==> config.mk <==
export PLATFORM = sky130hd
export DESIGN_NAME = multicycle_ctrl
export DESIGN_NICKNAME = d
export VERILOG_FILES = /design/src/rtl/multicycle_ctrl.sv
export SDC_FILE = /design/constraint.sdc
export NUM_CORES = 1
export LEC_CHECK = 0
export ABC_AREA = 1
export CAP_MARGIN = 5
export CORE_UTILIZATION = 45
export CTS_CLUSTER_SIZE = 30
export DETAILED_ROUTE_END_ITERATION = 12
export GPL_TIMING_DRIVEN = 0
export PLACE_DENSITY = 0.73
export SLEW_MARGIN = 40
export SYNTH_ARGS = -nofsm -noshare
export SYNTH_HDL_FRONTEND = slang
export SYNTH_SLANG_ARGS = --single-unit
==> constraint.sdc <==
create_clock -name clk -period 4.4 [get_ports clk]
set_input_delay 0.44 -clock clk [delete_from_list [all_inputs] [get_ports clk]]
set_output_delay 0.44 -clock clk [all_outputs]
set_load 0.1 [all_outputs]
==> src/rtl/multicycle_ctrl.sv <==
// Multi-cycle sequencer for a small RV32I core that shares one memory port
// between instruction fetch and data access. A Moore FSM walks the datapath
// through fetch, decode, execute, memory and writeback. The block also keeps
// a count of retired instructions and a sticky illegal-opcode flag.
//
// Memory handshake: while mem_read or mem_write is high, the request and the
// address select (adr_src) stay stable. The access completes in the first
// cycle that mem_ready is high. mem_ready in a state with no request is ignored.
module multicycle_ctrl #(
    parameter int CNT_W = 32
) (
    input  logic             clk,
    input  logic             rst_n,
    input  logic [6:0]       op,
    input  logic             zero,
    input  logic             mem_ready,
    output logic             pc_write,
    output logic             ir_write,
    output logic             adr_src,
    output logic             mem_read,
    output logic             mem_write,
    output logic             reg_write,
    output logic [1:0]       alu_src_a,
    output logic [1:0]       alu_src_b,
    output logic [1:0]       result_src,
    output logic [1:0]       alu_op,
    output logic [1:0]       imm_src,
    output logic             illegal,
    output logic [3:0]       state,
    output logic [CNT_W-1:0] instret
);

    localparam logic [6:0] OP_R    = 7'd51;
    localparam logic [6:0] OP_I    = 7'd19;
    localparam logic [6:0] OP_LW   = 7'd3;
    localparam logic [6:0] OP_SW   = 7'd35;
    localparam logic [6:0] OP_BEQ  = 7'd99;
    localparam logic [6:0] OP_JAL  = 7'd111;
    localparam logic [6:0] OP_JALR = 7'd103;

    typedef enum logic [3:0] {
        S_FETCH    = 4'd0,
        S_DECODE   = 4'd1,
        S_MEMADR   = 4'd2,
        S_MEMREAD  = 4'd3,
        S_MEMWB    = 4'd4,
        S_MEMWRITE = 4'd5,
        S_EXECR    = 4'd6,
        S_EXECI    = 4'd7,
        S_ALUWB    = 4'd8,
        S_BEQ      = 4'd9,
        S_JALR     = 4'd10,
        S_JUMP     = 4'd11,
        S_ILLEGAL  = 4'd15
    } state_t;

    state_t           r_state;
    state_t           w_next_state;
    logic             r_illegal;
    logic [CNT_W-1:0] r_instret;
    logic             w_retire;

    logic             w_pc_write;
    logic             w_ir_write;
    logic             w_mem_read;
    logic             w_mem_write;
    logic             w_reg_write;

    // State register
    always_ff @(posedge clk or negedge rst_n) begin
        if (!rst_n) begin
            r_state <= S_FETCH;
        end else begin
            r_state <= w_next_state;
        end
    end

    // Next-state logic: memory states hold until mem_ready
    always_comb begin
        w_next_state = r_state;
        case (r_state)
            S_FETCH:    w_next_state = mem_ready ? S_DECODE : S_FETCH;
            S_DECODE: begin
                case (op)
                    OP_LW, OP_SW: w_next_state = S_MEMADR;
                    OP_R:         w_next_state = S_EXECR;
                    OP_I:         w_next_state = S_EXECI;
                    OP_BEQ:       w_next_state = S_BEQ;
                    OP_JAL:       w_next_state = S_JUMP;
                    OP_JALR:      w_next_state = S_JALR;
                    default:      w_next_state = S_ILLEGAL;
                endcase
            end
            S_MEMADR:   w_next_state = (op == OP_SW) ? S_MEMWRITE : S_MEMREAD;
            S_MEMREAD:  w_next_state = mem_ready ? S_MEMWB : S_MEMREAD;
            S_MEMWB:    w_next_state = S_FETCH;
            S_MEMWRITE: w_next_state = mem_ready ? S_FETCH : S_MEMWRITE;
            S_EXECR:    w_next_state = S_ALUWB;
            S_EXECI:    w_next_state = S_ALUWB;
            S_ALUWB:    w_next_state = S_FETCH;
            S_BEQ:      w_next_state = S_FETCH;
            S_JALR:     w_next_state = S_JUMP;
            S_JUMP:     w_next_state = S_ALUWB;
            S_ILLEGAL:  w_next_state = S_ILLEGAL;
            // Unused encodings are treated as a fault and parked
            default:    w_next_state = S_ILLEGAL;
        endcase
    end

    // Output decode: every output defaults to 0 and is set only where used
    always_comb begin
        w_pc_write  = 1'b0;
        w_ir_write  = 1'b0;
        adr_src     = 1'b0;
        w_mem_read  = 1'b0;
        w_mem_write = 1'b0;
        w_reg_write = 1'b0;
        alu_src_a   = 2'b00;
        alu_src_b   = 2'b00;
        result_src  = 2'b00;
        alu_op      = 2'b00;
        imm_src     = 2'b00;
        case (r_state)
            S_FETCH: begin
                w_mem_read = 1'b1;
                alu_src_b  = 2'b10;
                result_src = 2'b10;
                w_ir_write = mem_ready;
                w_pc_write = mem_ready;
            end
            S_DECODE: begin
                alu_src_a = 2'b01;
                alu_src_b = 2'b01;
                imm_src   = (op == OP_JAL) ? 2'b11 : 2'b10;
            end
            S_MEMADR: begin
                alu_src_a = 2'b10;
                alu_src_b = 2'b01;
                imm_src   = (op == OP_SW) ? 2'b01 : 2'b00;
            end
            S_MEMREAD: begin
                adr_src    = 1'b1;
                w_mem_read = 1'b1;
            end
            S_MEMWB: begin
                result_src  = 2'b01;
                w_reg_write = 1'b1;
            end
            S_MEMWRITE: begin
                adr_src     = 1'b1;
                w_mem_write = 1'b1;
            end
            S_EXECR: begin
                alu_src_a = 2'b10;
                alu_op    = 2'b10;
            end
            S_EXECI: begin
                alu_src_a = 2'b10;
                alu_src_b = 2'b01;
                alu_op    = 2'b11;
            end
            S_ALUWB: begin
                w_reg_write = 1'b1;
            end
            S_BEQ: begin
                alu_src_a  = 2'b10;
                alu_op     = 2'b01;
                imm_src    = 2'b10;
                w_pc_write = zero;
            end
            S_JALR: begin
                alu_src_a = 2'b10;
                alu_src_b = 2'b01;
            end
            S_JUMP: begin
                w_pc_write = 1'b1;
                alu_src_a  = 2'b01;
                alu_src_b  = 2'b10;
            end
            default: ;
        endcase
    end

    // Strobes are gated by reset so nothing is written while rst_n is low
    assign pc_write  = w_pc_write  & rst_n;
    assign ir_write  = w_ir_write  & rst_n;
    assign mem_read  = w_mem_read  & rst_n;
    assign mem_write = w_mem_write & rst_n;
    assign reg_write = w_reg_write & rst_n;

    // An instruction retires when a completing state hands back to FETCH
    assign w_retire = (w_next_state == S_FETCH) &&
                      ((r_state == S_MEMWB) || (r_state == S_MEMWRITE) ||
                       (r_state == S_ALUWB) || (r_state == S_BEQ));

    // Retired-instruction counter, wraps naturally
    always_ff @(posedge clk or negedge rst_n) begin
        if (!rst_n) begin
            r_instret <= '0;
        end else if (w_retire) begin
            r_instret <= r_instret + CNT_W'(1);
        end
    end

    // Sticky illegal flag, set on entry to ILLEGAL and held until reset
    always_ff @(posedge clk or negedge rst_n) begin
        if (!rst_n) begin
            r_illegal <= 1'b0;
        end else if (w_next_state == S_ILLEGAL) begin
            r_illegal <= 1'b1;
        end
    end

    assign illegal = r_illegal;
    assign state   = r_state;
    assign instret = r_instret;

endmodule
# Word level (Yosys, flattened, before mapping)
# Cells that the tools add are included.
# classes
n_addsub,1
eq_ne,19
n_mux,19
bitwise,5
reduce_logical,16
# ops
cell,count
$add A32 B1 Y32 const B,1
$pmux W4 S8,1
$pmux W4 S6,1
$eq A7 B7 Y1 const B,3
$eq A4 B4 Y1 const B,5
$eq A4 B3 Y1 const B,4
$eq A7 B6 Y1 const B,2
$pmux W2 S2,3
$pmux W2 S3,2
$reduce_or A2 Y1,6
$mux W3,3
$eq A4 B2 Y1 const B,2
$logic_not A4 Y1,2
$mux W1,8
$eq A7 B2 Y1 const B,1
$eq A7 B5 Y1 const B,1
$reduce_or A3 Y1,2
$and A1 B1 Y1,5
$reduce_or A5 Y1,1
$eq A4 B1 Y1 const B,1
$reduce_or A4 Y1,1
$logic_or A1 B1 Y1,3
$pmux W1 S3,1
$logic_and A1 B1 Y1,1
# totals
reg_bits,37
inputBits,11
output_inout_bits,53
word_cells,63

# Longest topological paths before layout
# Gate-level depths: netlist (run 1).
# depth
ltp_word,6
ltp_mapped,11
ltp_nobuf,10

# Least setup slack after synthesis (run 1)
# OpenSTA, ideal clock, no wires.
# synth_timing
kind,reg2out
startpoint,"reg r_state[3], in the netlist state[3]"
endpoint,out alu_src_a[1]
arrival_time_ns,3.605
required_time_ns,3.960
slack_ns,0.355
path_stages_with_launch,7
path_buffers,0
cell_sequence,dfrtp_1 -> inv_2 -> nor2_1 -> inv_1 -> nor2_1 -> nor2_1 -> o21ai_0
# synth_between
elab_chain_cells,3
elab_cells_between_ends,10
classes_between,eq/ne: 7; mux: 1; reduce/logical: 2
# synth_lines
item,line,rtl
"start, declared",57,state_t r_state;
"start signal, assigned",74,r_state <= w_next_state;
"$eq A4 B4 Y1, or another cell as far along",123,case (r_state)
$reduce_or A5 Y1 (no source line) / $reduce_or A2 Y1 (equally long branches),--,
$pmux W2 S2 (*),123,
"end, declared",23,"output logic [1:0] alu_src_a,"
# Mark *: on every way between the ends. The rest lies on a longest branch, timed or not.

# Worst setup path after layout (run 1)
# layout_timing
startpoint,"reg r_state[3], in the netlist state[3]"
endpoint,out imm_src[0]
# layout_between
elab_chain_cells,2
elab_cells_between_ends,4
classes_between,eq/ne: 3; mux: 1
# layout_lines
item,line,rtl
"$eq A4 B4 Y1, or another cell as far along",123,
$pmux W2 S3 (*),123,
"end, declared",27,"output logic [1:0] imm_src,"
# Marks and branches as above.

==> results_dict.tcl, run 1 <==
set metrics [dict create \
    status "complete, no violations" \
    ir_worst_vdd_uv 117 \
    share_of_the_yosys_chip_area_belonging_to_registers 0.329 \
    drive_gt1_frac 0.168 \
    postRouteAntennaNets 0 \
    worst_r2r_startpoint "instret[0]" \
    final_core_util 0.560 \
    arrival_ns 1.95 \
    final.setup_skew_ns 0.00474 \
    h-tree-depth 2 \
    synthMostInstantiatedCell "nand2_1" \
    worstPathCellList "nor2_2 -> inv_1 -> nor2_2 -> inv_1 -> o22ai_1 -> buf_2" \
    mean_number_of_vias_per_cell 5.18 \
    grt_antenna_before_repair 0 \
    die-width_um 81.1 \
    synthesis.area_mm2 0.00282 \
    period_minus_slack_ns 2.39 \
    cp_data_required_time_ns 3.96 \
    layout.area.seq_um2 926 \
    post_cts_repair_timing_setup_buffer_count 0 \
    crit_path_end_kind "output pin" \
    drv_slew 0 \
    totalNegativeSetupSlack_ns 0 \
    slowest_delay_ns 0.45 \
    drcViolationCount 0 \
    holdWs_ns 0.105 \
    synth.area.top_cells "dfrtp_1 33%, nand2_1 27%, nor2_1 9.5%" \
    syn-instance-count 460 \
    multi_input_comb_area_mm2 0.00167 \
    synth_top_cell_area_share 0.329 \
    stdcell_count 606 \
    worstPathMaxFanout 6 \
    grt_max_degree 39 \
    synth_seq_cells 37 \
    detail_route.wirelength_mm 7.99 \
    areaGrowthSynthToFinish_pct 19.1 \
    global_route_wire_length_before_repair_mm 13.1 \
    clock-root-buffer "clkbuf_8" \
    power.density_mw_per_mm2 177 \
    num-fill-cells 623 \
    detail_route.wl_per_cell_um 13.2 \
    placed_cells_incl_taps 598 \
    slew_headroom 0.675 \
    setup_viol_count_final 0 \
    yosysWarningCount 0 \
    vias 3141 \
    type_of_origin_of_the_critical_path "flip-flop" \
    clkLatencyLatePin_ns 0.29 \
    timing.setup.critical_path_class "flip-flop to output pin" \
    timing.fmax_mhz 418 \
    hold_path.class "input pin to async pin" \
    clk_transition_reported_paths_ns 0.07 \
    number_of_antenna_repair_diodes 0 \
    initial_drc_count 142 \
    cts.sinks 37 \
    floorplan.die_area_mm2 0.00658 \
    drt_pass1_iterations 4 \
    place_congestion 0.931 \
    dpl.hpwl_mm 6.13 \
    grt.total_usage 0.259 \
    cellLeakagePower_nw 1.75 \
    setup_repair_after_global_routing_missed_its_margin "false" \
    worst_pin_slew_ns 0.487 \
    grt_pass1_vias 2810 \
    grt_remaining_overflow 0 \
    holdBufCountCts 0 \
    dieHeight_um 81.1 \
    worst_setup_path_startpoint "state[3]" \
    tritoncts.num_buffers 5 \
    synth_area_leader "dfrtp_1" \
    clockBufferDepth 2 \
    post_synth_edffs 0 \
    pin_count 64 \
    number_of_nets_in_the_layout 542 \
    reg2reg_to "instret[24]" \
    io_buffer_count 63 \
    final-hold-violation-count 0 \
    synth_cell_types 24 \
    synth_ff_type "dfrtp_1" \
    syn_avg_cell_area_um2 6.12 \
    synth_async_sr_flop_share 1.00 \
    r2r_setup_slack_ns 2.60 \
    initial_utilization 0.470 \
    core_region_area_mm2 0.00599 \
    r2r.worst_path.cells 10 \
    setup.worst_path.end "imm_src[0]" \
    final.period_utilization 0.543 \
    tritoncts_clock_tree "done" \
    post_cts_resize_count 0 \
    crit_slowest_cell "buf_2" \
    mappedNetlistNets 472 \
    max_cap_viol_count 0 \
    placement_rows 28 \
    synth_common_cells "206 x nand2_1, 71 x nor2_1, 37 x dfrtp_1" \
    total_power_uw 595 \
]
==> report_power, final <==
part,internal [mW],leakage [nW],switching (mW)
clock,0.110,0.0450,0.125
combinational,0.00915,1.22,0.0120
sequential,0.340,0.491,0
==> final cells by class <==
type / instances / area share
Buffer: 12 / 0.0224
Clock buffer: 6 / 0.0216
Clock inverter: 2 / 0.00298
Inverter: 39 / 0.0436
Multi-Input combinational cell: 372 / 0.497
Sequential cell: 37 / 0.276
Tap cell: 75 / 0.0280
Timing Repair Buffer: 63 / 0.108
==> metrics by stage <==
stage	area [um^2]	setup slack [ns]
floorplan	2820	0.355
global placement	3540	0.0456
detailed placement	3270	2.08
CTS	3360	2.00
global route	3360	1.82
finish	3360	2.01
==> worst max-delay path: cells and delay by family (launching register included) <==
kind	cells	cell delay (ns)
simple gates	2	0.41
flops	1	0.44
buf+inv	3	0.65
compound gates	1	0.15
==> placed cells by master (no fill, tap or decap) <==
cell / Yosys / final
xor2_1: 2 / 2
o2bb2ai_1: 1 / 1
nor2_1: 71 / 71
clkinv_2: 0 / 2
clkdlybuf4s50_1: 0 / 9
xnor2_1: 5 / 5
a21oi_1: 5 / 5
nor2_2: 4 / 4
nand3b_1: 15 / 15
buf_4: 1 / 2
o21ai_0: 10 / 10
buf_2: 9 / 62
clkbuf_8: 0 / 5
dfrtp_1: 37 / 37
buf_6: 2 / 2
o22ai_1: 3 / 3
nand3_1: 7 / 7
ha_1: 1 / 1
inv_1: 33 / 33
clkbuf_1: 0 / 1
nor2_4: 1 / 1
nand2_2: 3 / 3
nand4_1: 34 / 34
nand3_4: 1 / 1
nand2_1: 206 / 206
nand3_2: 1 / 1
nor3_1: 2 / 2
inv_2: 6 / 6
==> flip-flops by register name (all words and copies together), names as in the netlist <==
signal / flops
instret: 32
state: 4
illegal: 1
==> worst min path at each step <==
stage | startpoint | to | cells after the start
finish | rst_n | instret[3] | 1
global placement | illegal | illegal | 2
floorplan | rst_n | illegal | 0
detailed placement | rst_n | instret[3] | 1
CTS | rst_n | instret[8] | 1
global route | rst_n | instret[4] | 1
==> logic make-up after synthesis <==
| family | share of synthesized area |
|---|---|
| AND/OR/NAND/NOR | 0.530 |
| buffers and inverters | 0.0786 |
| flip-flops | 0.329 |
| AO/OA/AOI/OAI | 0.0364 |
| XOR/XNOR | 0.0218 |
| adder cells (fa/ha/maj) | 0.00444 |
==> routing by layer <==
| layer | GRT usage | part of all wire |
|---|---|---|
| met5 | 0 | 0 |
| met4 | 0.0946 | 0.021 |
| met3 | 0.0517 | 0.053 |
| met2 | 0.424 | 0.46 |
| met1 | 0.336 | 0.46 |
(Power assumes the default switching activity.)
==> run 2: changes to the inputs <==
- clock period: 4.4 -> 2.3 ns (I/O delays scaled with it)
==> run 2 against run 1 <==
Via count increased by 1.8%. Largest cell class unchanged. Combinational power increased by 140%. Clock skew increased by 0.0066 ns. Core utilization increased by 2.0 points. Sequential share of layout area decreased by 0.86 points. Hold slack improved by 0.34 ns. Routed wire length increased by 2.3%.
==> results_dict.tcl, run 2 (synthesis results as in run 1) <==
set metrics [dict create \
    status "complete, no violations" \
    cellLeakagePower_nw 1.78 \
    crit_path_end_kind "output pin" \
    floorplan.die_area_mm2 0.00658 \
    clkLatencyLatePin_ns 0.30 \
    place_congestion 0.949 \
    die-width_um 81.1 \
    num-fill-cells 583 \
    initial_utilization 0.470 \
    grt_antenna_before_repair 0 \
    vias 3199 \
    dp_worst_setup_slack_ns 0.345 \
    timing.setup.critical_path_class "flip-flop to output pin" \
    largest_register_ffs 32 \
    stdcell_count 608 \
    max_cap_viol_count 0 \
    grt_remaining_overflow 0 \
    clock_power_share 0.395 \
    power.switching_fraction 0.237 \
    setup_ws_ns 0.121 \
    cp_data_required_time_ns 2.07 \
    final_core_util 0.580 \
    setup_viol_count_final 0 \
    worst_pin_slew_ns 0.492 \
    reg2reg_to "instret[16]" \
    drive_gt1_frac 0.197 \
    hold_path.class "input pin to async pin" \
    arrival_ns 1.95 \
    power.density_mw_per_mm2 333 \
    period_minus_slack_ns 2.18 \
    clockBufferDepth 2 \
    grt.total_usage 0.275 \
    setup_repair_after_global_routing_missed_its_margin "false" \
    power_report.internal_total_uw 882 \
    total_power_mw 1.16 \
    timing.fmax_mhz 459 \
    netSwitchingPower_uw 275 \
    h-tree-depth 2 \
    drv_slew 0 \
    dieHeight_um 81.1 \
    grt_pass1_vias 2968 \
    number_of_antenna_repair_diodes 0 \
    dpl.hpwl_mm 6.18 \
    tritoncts.num_buffers 5 \
    core_region_area_mm2 0.00599 \
    clk_transition_reported_paths_ns 0.08 \
    cts.sinks 37 \
    setup.worst_path.end "imm_src[0]" \
    initial_drc_count 245 \
    most_common_library_cell_in_the_layout_ignoring_fill_and_taps "nand2_1" \
    clock-root-buffer "clkbuf_8" \
    layout.cells.most_common_list "206 x nand2_1, 66 x nor2_1, 61 x buf_2" \
    tritoncts_clock_tree "done" \
    final.setup_skew_ns 0.0113 \
    worst_setup_path_startpoint "state[3]" \
    r2r.worst_path.cells 8 \
    areaGrowthSynthToFinish_pct 23.5 \
    final-hold-violation-count 0 \
    r2r_setup_slack_ns 0.49 \
    number_of_nets_in_the_layout 544 \
    io_buffer_count 63 \
    type_of_origin_of_the_critical_path "flip-flop" \
    seq_power_share 0.562 \
    mean_number_of_vias_per_cell 5.26 \
    slew_headroom 0.674 \
    worst_r2r_startpoint "instret[0]" \
    detail_route.wirelength_mm 8.18 \
    detail_route.wl_per_cell_um 13.5 \
    global_route_wire_length_before_repair_mm 13.8 \
    worstPathMaxFanout 6 \
    final.period_utilization 0.947 \
    placement_rows 28 \
    drcViolationCount 0 \
    post_cts_repair_timing_setup_buffer_count 0 \
    power.combinational.fraction 0.044 \
    ir_worst_vdd_uv 266 \
    grt_max_degree 38 \
    drt_pass1_iterations 7 \
    placed_cells_incl_taps 598 \
    pin_count 64 \
    postRouteAntennaNets 0 \
]
## run 2: cell types whose count changed in the layout (fill, tap and decap cells not counted), moves of 3 or more
cell / change
nor2_1: -5
dfrtp_1: -3
dfrtp_2: +3
nor2_2: +3
## run 2: worst min path at each step
stage | startpoint | to | slack, ns | cells after the start
after detailed placement | rst_n | instret[4] | 0.23 | 1
after global placement | illegal | illegal | 0.46 | 2
final | rst_n | instret[4] | 0.45 | 3
after global routing | rst_n | instret[3] | 0.49 | 3
after CTS | rst_n | instret[4] | 0.45 | 3
after floorplan | rst_n | illegal | -0.07 | 0
## run 2: metrics by stage
step | hold slack (ns) | cell area [um^2] | TNS [ns]
2_1_floorplan | -0.0656 | 2910 | -0.0916
3_3_place_gp | 0.455 | 3630 | -10.87
3_5_place_dp | 0.235 | 3360 | 0
4_1_cts | 0.452 | 3470 | 0
5_1_grt | 0.485 | 3480 | 0
6_report | 0.448 | 3480 | 0
## run 2: worst max-delay path, stage by stage, from the launching register on
cell and delay (ns):
dfrtp_2 0.44, nor2_2 0.23, inv_1 0.09, nor2_2 0.16, inv_1 0.15, o22ai_4 0.13
buf_2 0.44
## run 2: layout make-up
class / instances / area (um^2) / share of cell area
Buffer: 12 / 75.1 / 0.0216
Inverter: 39 / 146 / 0.0421
Clock inverter: 2 / 10.0 / 0.00288
Multi-Input combinational cell: 372 / 1750 / 0.504
Sequential cell: 37 / 930 / 0.267
Clock buffer: 6 / 72.6 / 0.0209
Timing Repair Buffer: 65 / 395 / 0.114
Tap cell: 75 / 93.8 / 0.0270
## run 2: routing by layer
metal  track usage  vias to the layer above  wire, um
met2         0.454                      108      3830
li1              -                     1609         -
met4         0.104                        0       176
met5             0                        -         0
met1         0.361                     1468      3650
met3        0.0404                       14       521
## run 2: timing repair
item / in CTS / in global routing
setup endpoints to repair: 0 / 1
hold buffers: 2 / 0
gates resized for setup: 0 / 1
endpoints found under the hold margin: 37 / 0
## run 2: power by group through the flow
stage          registers, mW  logic [mW]  clock network, mW
6_report               0.650      0.0505              0.457
5_1_grt                0.650      0.0565              0.496
4_1_cts                0.650      0.0518              0.471
3_5_place_dp           0.663      0.0457                  0
3_3_place_gp           0.663      0.0446                  0
2_1_floorplan          0.663      0.0115                  0
